## config.mk

```make
export PLATFORM = sky130hd
export DESIGN_NAME = sipo_rx_reg_flat
export DESIGN_NICKNAME = d
export VERILOG_FILES = /design/src/rtl/sipo_pkg.sv /design/src/rtl/sipo_rx_reg_if.sv /design/src/rtl/sipo_bit_counter.sv /design/src/rtl/sipo_rx_reg.sv /design/src/flat_wrapper.sv
export SDC_FILE = /design/constraint.sdc
export NUM_CORES = 1
export LEC_CHECK = 0
export ABC_CLOCK_PERIOD_IN_PS = 2500
export BUFFER_PORTS_ARGS = -buffer_cell sky130_fd_sc_hd__buf_4
export CORE_MARGIN = 3
export CORE_UTILIZATION = 40
export CTS_CLUSTER_SIZE = 25
export DETAILED_ROUTE_END_ITERATION = 6
export PLACE_DENSITY_LB_ADDON = 0.05
export SLEW_MARGIN = 20
export SYNTH_ARGS = -nofsm -noshare
export SYNTH_HDL_FRONTEND = slang
export SYNTH_SLANG_ARGS = --single-unit
```

## constraint.sdc

```tcl
create_clock -name clk -period 2.5 [get_ports clk]
set_input_delay 0.125 -clock clk [delete_from_list [all_inputs] [get_ports clk]]
set_output_delay 0.125 -clock clk [all_outputs]
set_load 0.01 [all_outputs]
```

## src/rtl/sipo_pkg.sv

```systemverilog
// sipo_rx_reg shared types: FSM state encoding and counter width helper.
// Used by the top, the bit counter and the bench.
package sipo_pkg;

  typedef enum logic [1:0] {
    IDLE   = 2'd0,
    SHIFT  = 2'd1,
    PARITY = 2'd2
  } sipo_state_t;

  // Width wide enough to hold values 0..width.
  function automatic int cnt_w(input int width);
    return $clog2(width + 1);
  endfunction

endpackage

```

## src/rtl/sipo_rx_reg_if.sv

```systemverilog
// sipo_rx_reg bus: serial input side plus parallel valid/ready output side.
// parity_err exists only when PARITY_CHECK_EN is defined.
interface sipo_rx_reg_if #(
  parameter int WIDTH = 4
);

  logic             serial_in;
  logic             shift_en;
  logic [WIDTH-1:0] D_out;
  logic             out_valid;
  logic             out_ready;
  logic             busy;
  logic             overrun;
`ifdef PARITY_CHECK_EN
  logic             parity_err;
`endif

  modport master (
    output serial_in,
    output shift_en,
    output out_ready,
    input  D_out,
    input  out_valid,
    input  busy,
    input  overrun
`ifdef PARITY_CHECK_EN
    , input parity_err
`endif
  );

  modport slave (
    input  serial_in,
    input  shift_en,
    input  out_ready,
    output D_out,
    output out_valid,
    output busy,
    output overrun
`ifdef PARITY_CHECK_EN
    , output parity_err
`endif
  );

endinterface

```

## src/rtl/sipo_bit_counter.sv

```systemverilog
// sipo_bit_counter: counts accepted data bits of the current word.
// last flags the increment that completes the word.
module sipo_bit_counter
  import sipo_pkg::*;
#(
  parameter int WIDTH = 4,
  parameter int CW    = cnt_w(WIDTH)
) (
  input  logic          clk,
  input  logic          rst,
  input  logic          inc,
  input  logic          clr,
  output logic [CW-1:0] count,
  output logic          last
);

  assign last = (count == CW'(WIDTH - 1)) & inc;

  // Bit position register; clr wins so the wrap lands on the completion edge.
  always_ff @(posedge clk or posedge rst) begin
    if (rst) begin
      count <= '0;
    end else if (clr) begin
      count <= '0;
    end else if (inc) begin
      count <= count + CW'(1);
    end
  end

endmodule

```

## src/rtl/sipo_rx_reg.sv

```systemverilog
// sipo_rx_reg: serial-in/parallel-out receiver with valid/ready output.
// Optional even-parity check per word: define PARITY_CHECK_EN.
module sipo_rx_reg
  import sipo_pkg::*;
#(
  parameter int WIDTH     = 4,
  parameter int MSB_FIRST = 1
) (
  input  logic              clk,
  input  logic              rst,
  sipo_rx_reg_if.slave      bus
);

  localparam int CW = cnt_w(WIDTH);

  sipo_state_t      r_state;
  sipo_state_t      w_state_nxt;
  logic [WIDTH-1:0] r_shift;
  logic [WIDTH-1:0] w_shift_nxt;
  logic [WIDTH-1:0] r_dout;
  logic [WIDTH-1:0] w_word;
  logic             r_valid;
  logic             r_overrun;
  logic [CW-1:0]    w_count;
  logic             w_inc;
  logic             w_last;
  logic             w_done;
  logic             w_take;
  logic             w_busy;
`ifdef PARITY_CHECK_EN
  logic             r_perr;
  logic             w_perr;
`endif

  sipo_bit_counter #(
    .WIDTH (WIDTH)
  ) u_cnt (
    .clk   (clk),
    .rst   (rst),
    .inc   (w_inc),
    .clr   (w_last),
    .count (w_count),
    .last  (w_last)
  );

  // FSM state register.
  always_ff @(posedge clk or posedge rst) begin
    if (rst) begin
      r_state <= IDLE;
    end else begin
      r_state <= w_state_nxt;
    end
  end

  // FSM next state: a word ends on the bit sampled at count WIDTH-1.
  always_comb begin
    w_state_nxt = r_state;
    unique case (r_state)
      IDLE: begin
        if (bus.shift_en) begin
          w_state_nxt = SHIFT;
        end
      end
      SHIFT: begin
        if (bus.shift_en && (w_count == CW'(WIDTH - 1))) begin
`ifdef PARITY_CHECK_EN
          w_state_nxt = PARITY;
`else
          w_state_nxt = IDLE;
`endif
        end
      end
`ifdef PARITY_CHECK_EN
      PARITY: begin
        if (bus.shift_en) begin
          w_state_nxt = IDLE;
        end
      end
`endif
      default: begin
        w_state_nxt = IDLE;
      end
    endcase
  end

  // FSM outputs: data bits are taken in IDLE and SHIFT only.
  always_comb begin
    w_inc  = 1'b0;
    w_busy = 1'b0;
    unique case (r_state)
      IDLE: begin
        w_inc = bus.shift_en;
      end
      SHIFT: begin
        w_inc  = bus.shift_en;
        w_busy = 1'b1;
      end
      default: begin
        w_busy = 1'b1;
      end
    endcase
  end

  // Next shift value, ordered so the first bit ends at the chosen end.
  always_comb begin
    w_shift_nxt = r_shift;
    if (w_inc) begin
      if (MSB_FIRST != 0) begin
        w_shift_nxt = {r_shift[WIDTH-2:0], bus.serial_in};
      end else begin
        w_shift_nxt = {bus.serial_in, r_shift[WIDTH-1:1]};
      end
    end
  end

  // Shift register; holds whenever no data bit is taken.
  always_ff @(posedge clk or posedge rst) begin
    if (rst) begin
      r_shift <= '0;
    end else begin
      r_shift <= w_shift_nxt;
    end
  end

`ifdef PARITY_CHECK_EN
  assign w_done = (r_state == PARITY) & bus.shift_en;
  assign w_word = r_shift;
  assign w_perr = ^{r_shift, bus.serial_in};
`else
  assign w_done = w_last;
  assign w_word = w_shift_nxt;
`endif

  // A finished word is taken if the slot is free or being emptied now.
  assign w_take = w_done & (~r_valid | bus.out_ready);

  // Output word, valid flag and sticky overrun.
  always_ff @(posedge clk or posedge rst) begin
    if (rst) begin
      r_dout    <= '0;
      r_valid   <= 1'b0;
      r_overrun <= 1'b0;
    end else begin
      if (w_take) begin
        r_dout  <= w_word;
        r_valid <= 1'b1;
      end else if (bus.out_ready) begin
        r_valid <= 1'b0;
      end
      if (w_done && !w_take) begin
        r_overrun <= 1'b1;
      end
    end
  end

`ifdef PARITY_CHECK_EN
  // Parity status tracks the word currently held in D_out.
  always_ff @(posedge clk or posedge rst) begin
    if (rst) begin
      r_perr <= 1'b0;
    end else if (w_take) begin
      r_perr <= w_perr;
    end
  end

  assign bus.parity_err = r_perr;
`endif

  assign bus.D_out     = r_dout;
  assign bus.out_valid = r_valid;
  assign bus.busy      = w_busy;
  assign bus.overrun   = r_overrun;

endmodule
```

## src/flat_wrapper.sv

```systemverilog
// flat-port wrapper written by rule: the top's interface ports become plain ports
module sipo_rx_reg_flat import sipo_pkg::*;
#(
  parameter int WIDTH     = 4,
  parameter int MSB_FIRST = 1
)
  (clk, rst, bus_serial_in, bus_shift_en, bus_out_ready, bus_D_out, bus_out_valid, bus_busy, bus_overrun);
  sipo_rx_reg_if #(.WIDTH(WIDTH)) bus_i ();
  input  logic clk;
  input  logic rst;
  input wire logic [$bits(bus_i.serial_in)-1:0] bus_serial_in;
  input wire logic [$bits(bus_i.shift_en)-1:0] bus_shift_en;
  input wire logic [$bits(bus_i.out_ready)-1:0] bus_out_ready;
  output wire logic [$bits(bus_i.D_out)-1:0] bus_D_out;
  output wire logic [$bits(bus_i.out_valid)-1:0] bus_out_valid;
  output wire logic [$bits(bus_i.busy)-1:0] bus_busy;
  output wire logic [$bits(bus_i.overrun)-1:0] bus_overrun;
  assign bus_i.serial_in = bus_serial_in;
  assign bus_i.shift_en = bus_shift_en;
  assign bus_i.out_ready = bus_out_ready;
  assign bus_D_out = bus_i.D_out;
  assign bus_out_valid = bus_i.out_valid;
  assign bus_busy = bus_i.busy;
  assign bus_overrun = bus_i.overrun;
  sipo_rx_reg #(.WIDTH(WIDTH), .MSB_FIRST(MSB_FIRST)) u_core (.clk(clk), .rst(rst), .bus(bus_i));
endmodule
```

==> results.md, run 1 <==
- Outcome: completed
- Count of final hold-check violations: 0
- Vias post-DR: 341
- Global-route usage over all layers: 10.5%
- Number of sinks on the clock net: 14
- Maximum level of the CTS H-tree: 1
- Post-synthesis instance total: 41
- Total of fill cells in the finished design: 117
- Die boundary height: 44.7 um
- Relative slew slack: 65.9%
- Yosys warnings: 0
- Xor/xnor share of the synthesized area: 0%
- Post-Synth Simple-Gate Area: 8.37%
- Leakage power figure: 0.363 nW
- Number of nets with antenna violations after detailed routing: 0
- Vias in the first global route: 361
- Floorplan Core Area: 0.00135 sq mm
- Number of detailed-routing iterations run before antenna repair: 1
- Worst IR Drop VDD: 0.436 mV
- Number of antenna cells inserted: 0
- Clock insertion delay at the later pin of the skew report: 0.27 ns
- TritonCTS clock tree: built
- Footprint of the flip-flops and latches: 350 sq um
- Final setup margin: 0.985 ns
- CTS Root Buffer Type: sky130_fd_sc_hd__clkbuf_4
- Total area of multi-input combinational cells: 214 sq um
- Starting Density: 44.3%
- Final weighted congestion in routability-driven placement: 0.679
- Initial drt markers: 0
- Clk pin slew, worst setup/hold paths: 0.08 ns
- Crit path required time: 2.66 ns
- Post-layout min period: 1.52 ns
- Pre-CTS setup slack: 0.973 ns
- Setup TNS: 0 ns
- Number of DRC violations after detailed routing: 0
- Mean Syn Cell Area: 14.6 sq um
- Layout overhead on the synthesized area: 20.9%
- Antenna violations before repair: 0
- Mapped Area: 598 sq um
- Post-CTS setup buffers: 0
- Element type at the critical path start: flop
- Wirelength per Cell: 13.4 um
- CP Data Arrival Time: 1.67 ns
- Final design instance area without fill: 723 sq um
- HP Class: in2reg
- Pin slew with the least headroom to its limit: 0.511 ns
- DR vias/cell: 4.87
- Power density over the cells: 1050 mW/mm^2
- # hold bufs at CTS: 1
- Buffers from clock root to sink, at most: 2
- Crit end category: flop
- Global route total overflow: 0
- Clock buffers created by TritonCTS: 3
- Die outline width: 44.7 um
- Buffers on Ports: 11
- Floorplan row count: 13
- Net total in the final layout: 62
- Compound-cell area share of the yosys netlist: 4.60%
- Final number of setup-violating endpoints: 0
- Peak Freq: 660 MHz
- Share of final-layout standard cells stronger than drive strength 1: 47.3%
- Total detailed-routing wirelength: 935 um
- Worst setup path category: reg2reg
- Count of state elements after synthesis: 14
- Net Count, Synth: 47
- Unrepaired setup endpoints after global routing: no
- Final Slew Violations: 0
- Number of distinct standard cells referenced by the synthesized netlist: 16
- First-pass GRT wire length: 1520 um
- Die area: 0.00199 sq mm
- Critical-path maximum fanout: 4
- Final std cells w/o fill: 70
- Share of synthesized area spent on multiplexers: 20.7%
- Post-CTS sizing: 0
- Final HPWL from detailed placement: 706 um
- Register area share after synthesis: 58.6%
- Post-synthesis share of cell area spent on full adders, half adders and majority gates: 2.09%
- Main combinational cell family by area after synthesis: multiplexers
- IO Count: 12
- Max-cap violation count: 0
- Pin count of the biggest net entering global routing: 15
- Cell Area, Placed: 677 sq um
- Cells after DPL: 65
- Post-Route Skew: 0.00264 ns
- Portion of the clock cycle consumed by the worst path in the final layout: 60.6%
-- final cells by class --
type	instances	share of cell area (%)
Tap cell	15	2.60
Clock buffer	4	5.02
Multi-Input combinational cell	22	29.6
Timing Repair Buffer	12	12.8
Sequential cell	14	48.4
Inverter	3	1.56
-- cell usage in the layout (no fill, tap or decap), drive strengths merged --
master	count
a21boi	1
a31o	1
and3	1
buf	11
clkbuf	4
dfrtp	14
dlygate4sd3	1
ha	1
inv	3
mux2	9
nand2	3
nand2b	1
nor2	1
nor2b	1
o21ai	1
o22ai	1
or3b	1
-- flip-flops by register name, summed over array words and instances, names as in the netlist --
| register | cells |
|---|---|
| u_core.u_cnt.count | 3 |
| u_core.bus.out_valid | 1 |
| u_core.bus.D_out | 4 |
| u_core.bus.overrun | 1 |
| u_core.r_state | 1 |
| u_core.r_shift | 4 |
-- worst max-delay path: stages, from the launching register on --
cell and delay [ns]:
sky130_fd_sc_hd__dfrtp_1 0.38, sky130_fd_sc_hd__ha_1 0.20, sky130_fd_sc_hd__nor2b_4 0.18, sky130_fd_sc_hd__and3_1 0.32, sky130_fd_sc_hd__mux2_4 0.33
-- stage by stage --
step / power, mW / util, % / hold WS (ns)
floorplan: 0.508 / - / 0.0142
global placement: 0.601 / 50.1 / 0.172
detailed placement: 0.613 / 50.1 / 0.201
CTS: 0.773 / 53.6 / 0.0915
global route: 0.808 / 53.6 / 0.0941
finish: 0.761 / 53.6 / 0.101
-- path summary, 6_finish.rpt --
kind	from	endpoint	slack (ns)	cells past startpoint
worst max-delay path	u_core.u_cnt.count[0]	u_core.bus.D_out[2]	0.98	4
worst min-delay path	bus_serial_in	u_core.r_shift[0]	0.10	2
worst max register to register	u_core.u_cnt.count[0]	u_core.bus.D_out[2]	0.98	4
worst min register to register	u_core.bus.overrun	u_core.bus.overrun	0.48	1
max in group asynchronous	rst	u_core.r_shift[0]	1.72	3
min in group asynchronous	rst	u_core.u_cnt.count[2]	0.44	3
-- layer usage --
| layer | track usage (%) | routed length (um) | up-vias | share of wire (%) |
|---|---|---|---|---|
| li1 | - | - | 168 | - |
| met4 | 3.61 | 0 | 0 | 0 |
| met3 | 2.85 | 49 | 0 | 5.2 |
| met2 | 17.2 | 465 | 8 | 50 |
| met5 | 0 | 0 | - | 0 |
| met1 | 13.1 | 419 | 165 | 45 |
-- power breakdown --
group | switching, mW | internal (mW)
sequential | 0.0425 | 0.301
clock | 0.0679 | 0.0883
combinational | 0.0988 | 0.163
total | 0.209 | 0.552
-- cells in the mapped netlist --
| cell | instances | area [sq um] |
|---|---|---|
| sky130_fd_sc_hd__dfrtp_1 | 14 | 350 |
| sky130_fd_sc_hd__a21boi_0 | 1 | 7.51 |
| sky130_fd_sc_hd__nor2_1 | 1 | 3.75 |
| sky130_fd_sc_hd__or3b_1 | 1 | 8.76 |
| sky130_fd_sc_hd__buf_6 | 2 | 22.5 |
| sky130_fd_sc_hd__mux2_4 | 6 | 90.1 |
| sky130_fd_sc_hd__o21ai_1 | 1 | 5.00 |
| sky130_fd_sc_hd__inv_1 | 3 | 11.3 |
| sky130_fd_sc_hd__ha_1 | 1 | 12.5 |
| sky130_fd_sc_hd__o22ai_1 | 1 | 6.26 |
| sky130_fd_sc_hd__nand2_1 | 3 | 11.3 |
| sky130_fd_sc_hd__nor2b_4 | 1 | 13.8 |
| sky130_fd_sc_hd__and3_1 | 1 | 6.26 |
| sky130_fd_sc_hd__mux2_2 | 3 | 33.8 |
| sky130_fd_sc_hd__nand2b_1 | 1 | 6.26 |
| sky130_fd_sc_hd__a31o_2 | 1 | 8.76 |
-- cell families (layout without fill, tap and decap cells) --
| kind of cell | Yosys count | in the layout |
|---|---|---|
| buf+inv | 5 | 19 |
| fa+ha+maj | 1 | 1 |
| mux | 9 | 9 |
| flops | 14 | 14 |
| compound gates | 4 | 4 |
| simple gates | 8 | 8 |
(Power assumes the default switching activity.)
==> run 2: changes to the inputs <==
--- a/config.mk
+++ b/config.mk
@@ -5,7 +5,7 @@
 export SDC_FILE = /design/constraint.sdc
 export NUM_CORES = 1
 export LEC_CHECK = 0
-export ABC_CLOCK_PERIOD_IN_PS = 2500
+export ABC_CLOCK_PERIOD_IN_PS = 1600
 export BUFFER_PORTS_ARGS = -buffer_cell sky130_fd_sc_hd__buf_4
 export CORE_MARGIN = 3
 export CORE_UTILIZATION = 40
==> constraint.sdc (replaced) <==
create_clock -name clk -period 1.6 [get_ports clk]
set_input_delay 0.08 -clock clk [delete_from_list [all_inputs] [get_ports clk]]
set_output_delay 0.08 -clock clk [all_outputs]
set_load 0.01 [all_outputs]
==> run 2 against run 1 <==
Largest cell class unchanged. Total power rose by 49%. Sequential share of layout area rose by 0.85 points. Worst hold slack got worse by 0.036 ns. First-iteration DRC count rose by 1. Final area fell by 1.7%. Global-route usage rose by 1.7 points. Non-clock buffer count did not move. Die area did not move. Routed wire length rose by 0.86%. Critical path type unchanged. Sequential power rose by 57%. Via count did not move.
==> results.md, run 2 (same netlist as run 1, synthesis figures left out) <==
- Outcome: completed
- Clk pin slew, worst setup/hold paths: 0.07 ns
- Total detailed-routing wirelength: 943 um
- Worst IR Drop VDD: 0.668 mV
- Crit path from: u_core.u_cnt.count[0]
- Post-layout min period: 1.47 ns
- Final weighted congestion in routability-driven placement: 0.675
- Post-Route Skew: 0.00202 ns
- Relative slew slack: 66.1%
- Reg2Reg Capture Point: u_core.bus.D_out[2]
- Wirelength per Cell: 13.7 um
- Pin slew with the least headroom to its limit: 0.508 ns
- Buffers on Ports: 11
- Starting Density: 44.3%
- Vias post-DR: 341
- Critical-path maximum fanout: 4
- CP Data Arrival Time: 1.62 ns
- Power density over the cells: 1590 mW/mm^2
- Most common cell after layout, fill and taps aside: sky130_fd_sc_hd__dfrtp_1
- Antenna violations before repair: 0
- Top library cells by usage in the layout, fill and taps aside: sky130_fd_sc_hd__dfrtp_1, sky130_fd_sc_hd__buf_4, sky130_fd_sc_hd__mux2_4
- Global route total overflow: 0
- R2R Setup Slk: 0.13 ns
- Startpoint of the worst register-to-register path: u_core.u_cnt.count[0]
- Peak Freq: 682 MHz
- Cell Area, Placed: 677 sq um
- Clock insertion delay at the later pin of the skew report: 0.26 ns
- Portion of the clock cycle consumed by the worst path in the final layout: 91.6%
- Maximum level of the CTS H-tree: 1
- TritonCTS clock tree: built
- Leakage power figure: 0.355 nW
- Number of DRC violations after detailed routing: 0
- Number of nets with antenna violations after detailed routing: 0
- Setup TNS: 0 ns
- Count of final hold-check violations: 0
- Clock buffers created by TritonCTS: 3
- Final number of setup-violating endpoints: 0
- Post-Route Utilization: 52.6%
- Die area: 0.00199 sq mm
- Share of final-layout standard cells stronger than drive strength 1: 48.1%
- Net total in the final layout: 62
- Vias in the first global route: 381
- Crit end category: flop
- Post-CTS setup buffers: 0
- Buffers from clock root to sink, at most: 2
- First-pass GRT wire length: 1660 um
- Number of sinks on the clock net: 14
- Pin count of the biggest net entering global routing: 15
- Number of antenna cells inserted: 0
- Final Slew Violations: 0
- Final HPWL from detailed placement: 724 um
- Max-cap violation count: 0
- Number of detailed-routing iterations run before antenna repair: 2
- Final design instance area without fill: 711 sq um
- R2r worst-path depth: 4
- DR vias/cell: 4.94
- IO Count: 12
- Layout overhead on the synthesized area: 18.8%
- CTS Root Buffer Type: sky130_fd_sc_hd__clkbuf_4
- Element type at the critical path start: flop
- Worst setup path category: reg2reg
- Initial drt markers: 1
- Terminating pin of the worst hold path: u_core.r_shift[0]
- Floorplan Core Area: 0.00135 sq mm
- Worst hold path cell count: 2
- Global-route usage over all layers: 12.2%
- Startpoint of the lowest-slack hold path: bus_serial_in
- Die outline width: 44.7 um
- Crit path required time: 1.75 ns
- Die boundary height: 44.7 um
- Floorplan row count: 13
- Unrepaired setup endpoints after global routing: no
- HP Class: in2reg
## run 2: worst max path at each step
stage                                      to  slack, ns  depth (start not counted)
after floorplan           u_core.bus.D_out[0]       0.18                          5
after global placement    u_core.bus.D_out[1]       0.15                          4
after detailed placement  u_core.bus.D_out[2]       0.08                          4
after CTS                 u_core.bus.D_out[2]       0.06                          4
after global routing      u_core.bus.D_out[2]       0.07                          4
final                     u_core.bus.D_out[2]       0.13                          4
## run 2: timing repair
item                                    in CTS  in global routing
hold endpoints to repair                    14                  0
gates resized for setup                      0                  1
endpoints found under the setup margin       0                  2
hold buffers                                 1                  0
## run 2: through the flow
step	hold slack (ns)	std cells	worst slack, ns	power (mW)
final	0.0651	69	0.134	1.13
after global routing	0.0455	69	0.0655	1.22
after CTS	0.0517	69	0.0628	1.15
after detailed placement	0.151	65	0.0829	0.960
after global placement	0.128	65	0.155	0.941
after floorplan	-0.0308	41	0.184	0.794
## run 2: metal layers
| metal | wire, um | part of all wire [%] | GRT usage, % |
|---|---|---|---|
| met2 | 480 | 51 | 19.8 |
| met1 | 412 | 44 | 13.2 |
| met3 | 50 | 5.3 | 4.88 |
| met4 | 0 | 0 | 7.23 |
| met5 | 0 | 0 | 0 |
## run 2: cell type report
cell class	count	area, sq um
fill	116	639
multi-input combinational	22	215
clock buffer	3	22.5
sequential	14	350
inverter	3	11.3
timing repair buffer	12	92.6
tap	15	18.8
## run 2: worst max-delay path, stage by stage, from the launching register on
cell                      delay (ns)
sky130_fd_sc_hd__dfrtp_1        0.40
sky130_fd_sc_hd__ha_1           0.24
sky130_fd_sc_hd__nor2b_4        0.14
sky130_fd_sc_hd__and3_2         0.27
sky130_fd_sc_hd__mux2_4         0.31
## run 2: report_power, final
group / switching (mW) / total, mW / internal (mW)
Clock: 0.0936 / 0.181 / 0.0869
Sequential: 0.0682 / 0.538 / 0.470
Combinational: 0.157 / 0.412 / 0.255
==> run 3: changes to the inputs <==
--- a/config.mk
+++ b/config.mk
@@ -11,6 +11,7 @@
 export CORE_UTILIZATION = 40
 export CTS_CLUSTER_SIZE = 25
 export DETAILED_ROUTE_END_ITERATION = 6
+export HOLD_SLACK_MARGIN = 0.08
 export PLACE_DENSITY_LB_ADDON = 0.05
 export SLEW_MARGIN = 20
 export SYNTH_ARGS = -nofsm -noshare
==> run 3 against run 2 <==
Combinational power is essentially flat. Sequential cell count stayed put. Clock power about the same. Utilization is 0.74 points higher. Sequential share of layout area fell by 0.68 points. Sequential power about the same. Die area is the same. Final area is 1.4% higher. Worst hold slack better by 0.041 ns. Final cell count is 1.4% higher. Critical path type unchanged. Largest power group unchanged.
==> results.md, run 3 (same netlist as run 1, synthesis figures left out) <==
- R2r worst-path depth: 4
- Worst IR Drop VDD: 0.674 mV
- Vias post-DR: 345
- Final setup margin: 0.134 ns
- Reg2Reg Capture Point: u_core.bus.D_out[2]
- Post-layout min period: 1.47 ns
- Worst-case hold slack: 0.106 ns
- Critical-path maximum fanout: 4
- R2R Setup Slk: 0.13 ns
- DR vias/cell: 4.93
- Final std cells w/o fill: 70
- Outcome: completed
- Worst setup path category: reg2reg
- Share of final-layout standard cells stronger than drive strength 1: 47.3%
- Buffers on Ports: 11
- Buffers from clock root to sink, at most: 2
- Portion of the clock cycle consumed by the worst path in the final layout: 91.6%
- Unrepaired setup endpoints after global routing: no
- Startpoint of the lowest-slack hold path: bus_shift_en
- Final weighted congestion in routability-driven placement: 0.675
- Pin count of the biggest net entering global routing: 15
- Net total in the final layout: 63
- Global-route usage over all layers: 12.3%
- Worst hold path cell count: 2
- Setup TNS: 0 ns
- IO Count: 12
- Terminating pin of the worst hold path: u_core.u_cnt.count[0]
- TritonCTS clock tree: built
- Pre-CTS setup slack: 0.0829 ns
- Slowest Stage Delay on Critical Path: 0.40 ns
- Wirelength per Cell: 13.5 um
- Peak Freq: 682 MHz
- Final Slew Violations: 0
- Maximum level of the CTS H-tree: 1
- Final design instance area without fill: 721 sq um
- Most common cell after layout, fill and taps aside: sky130_fd_sc_hd__dfrtp_1
- CP Data Arrival Time: 1.62 ns
- Layout overhead on the synthesized area: 20.5%
- Cell Area, Placed: 677 sq um
- Antenna violations before repair: 0
- Startpoint of the worst register-to-register path: u_core.u_cnt.count[0]
- Power density over the cells: 1570 mW/mm^2
- Global route total overflow: 0
- Cells after DPL: 65
- CTS Root Buffer Type: sky130_fd_sc_hd__clkbuf_4
- Number of detailed-routing iterations run before antenna repair: 2
- Crit path from: u_core.u_cnt.count[0]
- Number of antenna cells inserted: 0
- Vias in the first global route: 388
- Number of nets with antenna violations after detailed routing: 0
- HP Class: in2reg
- Clk pin slew, worst setup/hold paths: 0.07 ns
- Starting Density: 44.3%
- Leakage power figure: 0.360 nW
- Crit end category: flop
- Die boundary height: 44.7 um
- Number of DRC violations after detailed routing: 0
- Critical path, cell by cell: ha_1 > nor2b_4 > and3_2 > mux2_4
- Initial drt markers: 2
- Relative slew slack: 66.1%
- Final number of setup-violating endpoints: 0
- Floorplan Core Area: 0.00135 sq mm
- Post-CTS setup buffers: 0
- Max-cap violation count: 0
- Cell class contributing the biggest share of worst-path delay: simple AND/OR/NAND/NOR gates
- Total detailed-routing wirelength: 944 um
- Crit path max-delay cell type: sky130_fd_sc_hd__dfrtp_1
- Clock buffers created by TritonCTS: 3
- Clock insertion delay at the later pin of the skew report: 0.26 ns
- Number of sinks on the clock net: 14
- Number of buffer and inverter instances along the worst setup path: 0
- Pin slew with the least headroom to its limit: 0.508 ns
- Floorplan row count: 13
- Crit path required time: 1.75 ns
- Die outline width: 44.7 um
- Top library cells by usage in the layout, fill and taps aside: sky130_fd_sc_hd__dfrtp_1, sky130_fd_sc_hd__buf_4, sky130_fd_sc_hd__mux2_4
- Die area: 0.00199 sq mm
- Element type at the critical path start: flop
- Count of final hold-check violations: 0
- Final HPWL from detailed placement: 724 um
- Post-Route Skew: 0.00195 ns
- First-pass GRT wire length: 1660 um
-- run 3: cell types whose count changed in the layout (fill, tap and decap cells not counted), sizes merged --
cell / change
dlygate4sd3: +1
-- run 3: area by class of cell --
cell class / instances / area (sq um)
Inverter: 3 / 11.3
Tap cell: 15 / 18.8
Multi-Input combinational cell: 22 / 215
Sequential cell: 14 / 350
Fill cell: 115 / 629
Timing Repair Buffer: 13 / 103
Clock buffer: 3 / 22.5
-- run 3: timing repair --
| action | in CTS | in global routing |
|---|---|---|
| hold buffers | 2 | 0 |
| hold endpoints to repair | 15 | 0 |
| setup endpoints to repair | 0 | 2 |
| resized for setup | 0 | 1 |
-- run 3: where the power goes --
group | internal (mW) | switching [mW] | total (mW)
Combinational | 0.256 | 0.157 | 0.414
Sequential | 0.470 | 0.0681 | 0.538
Clock | 0.0869 | 0.0937 | 0.181
-- run 3: through the flow --
stage          utilization [%]  total power [mW]
2_1_floorplan                -             0.794
3_3_place_gp              50.1             0.941
3_5_place_dp              50.1             0.960
4_1_cts                   53.3              1.16
5_1_grt                   53.4              1.22
6_report                  53.4              1.13
-- run 3: per-layer routing --
| layer | wire (um) | up-vias | GRT usage [%] |
|---|---|---|---|
| met4 | 0 | 0 | 7.23 |
| met3 | 52 | 0 | 4.88 |
| met5 | 0 | - | 0 |
| li1 | - | 167 | - |
| met2 | 485 | 8 | 20.3 |
| met1 | 406 | 170 | 12.9 |
-- run 3: worst max-delay path by stage --
| stage | to | slack (ns) | depth (start not counted) |
|---|---|---|---|
| 5_1_grt | u_core.bus.D_out[2] | 0.07 | 4 |
| 6_report | u_core.bus.D_out[2] | 0.13 | 4 |
| 3_3_place_gp | u_core.bus.D_out[1] | 0.15 | 4 |
| 3_5_place_dp | u_core.bus.D_out[2] | 0.08 | 4 |
| 4_1_cts | u_core.bus.D_out[2] | 0.06 | 4 |
| 2_1_floorplan | u_core.bus.D_out[0] | 0.18 | 5 |
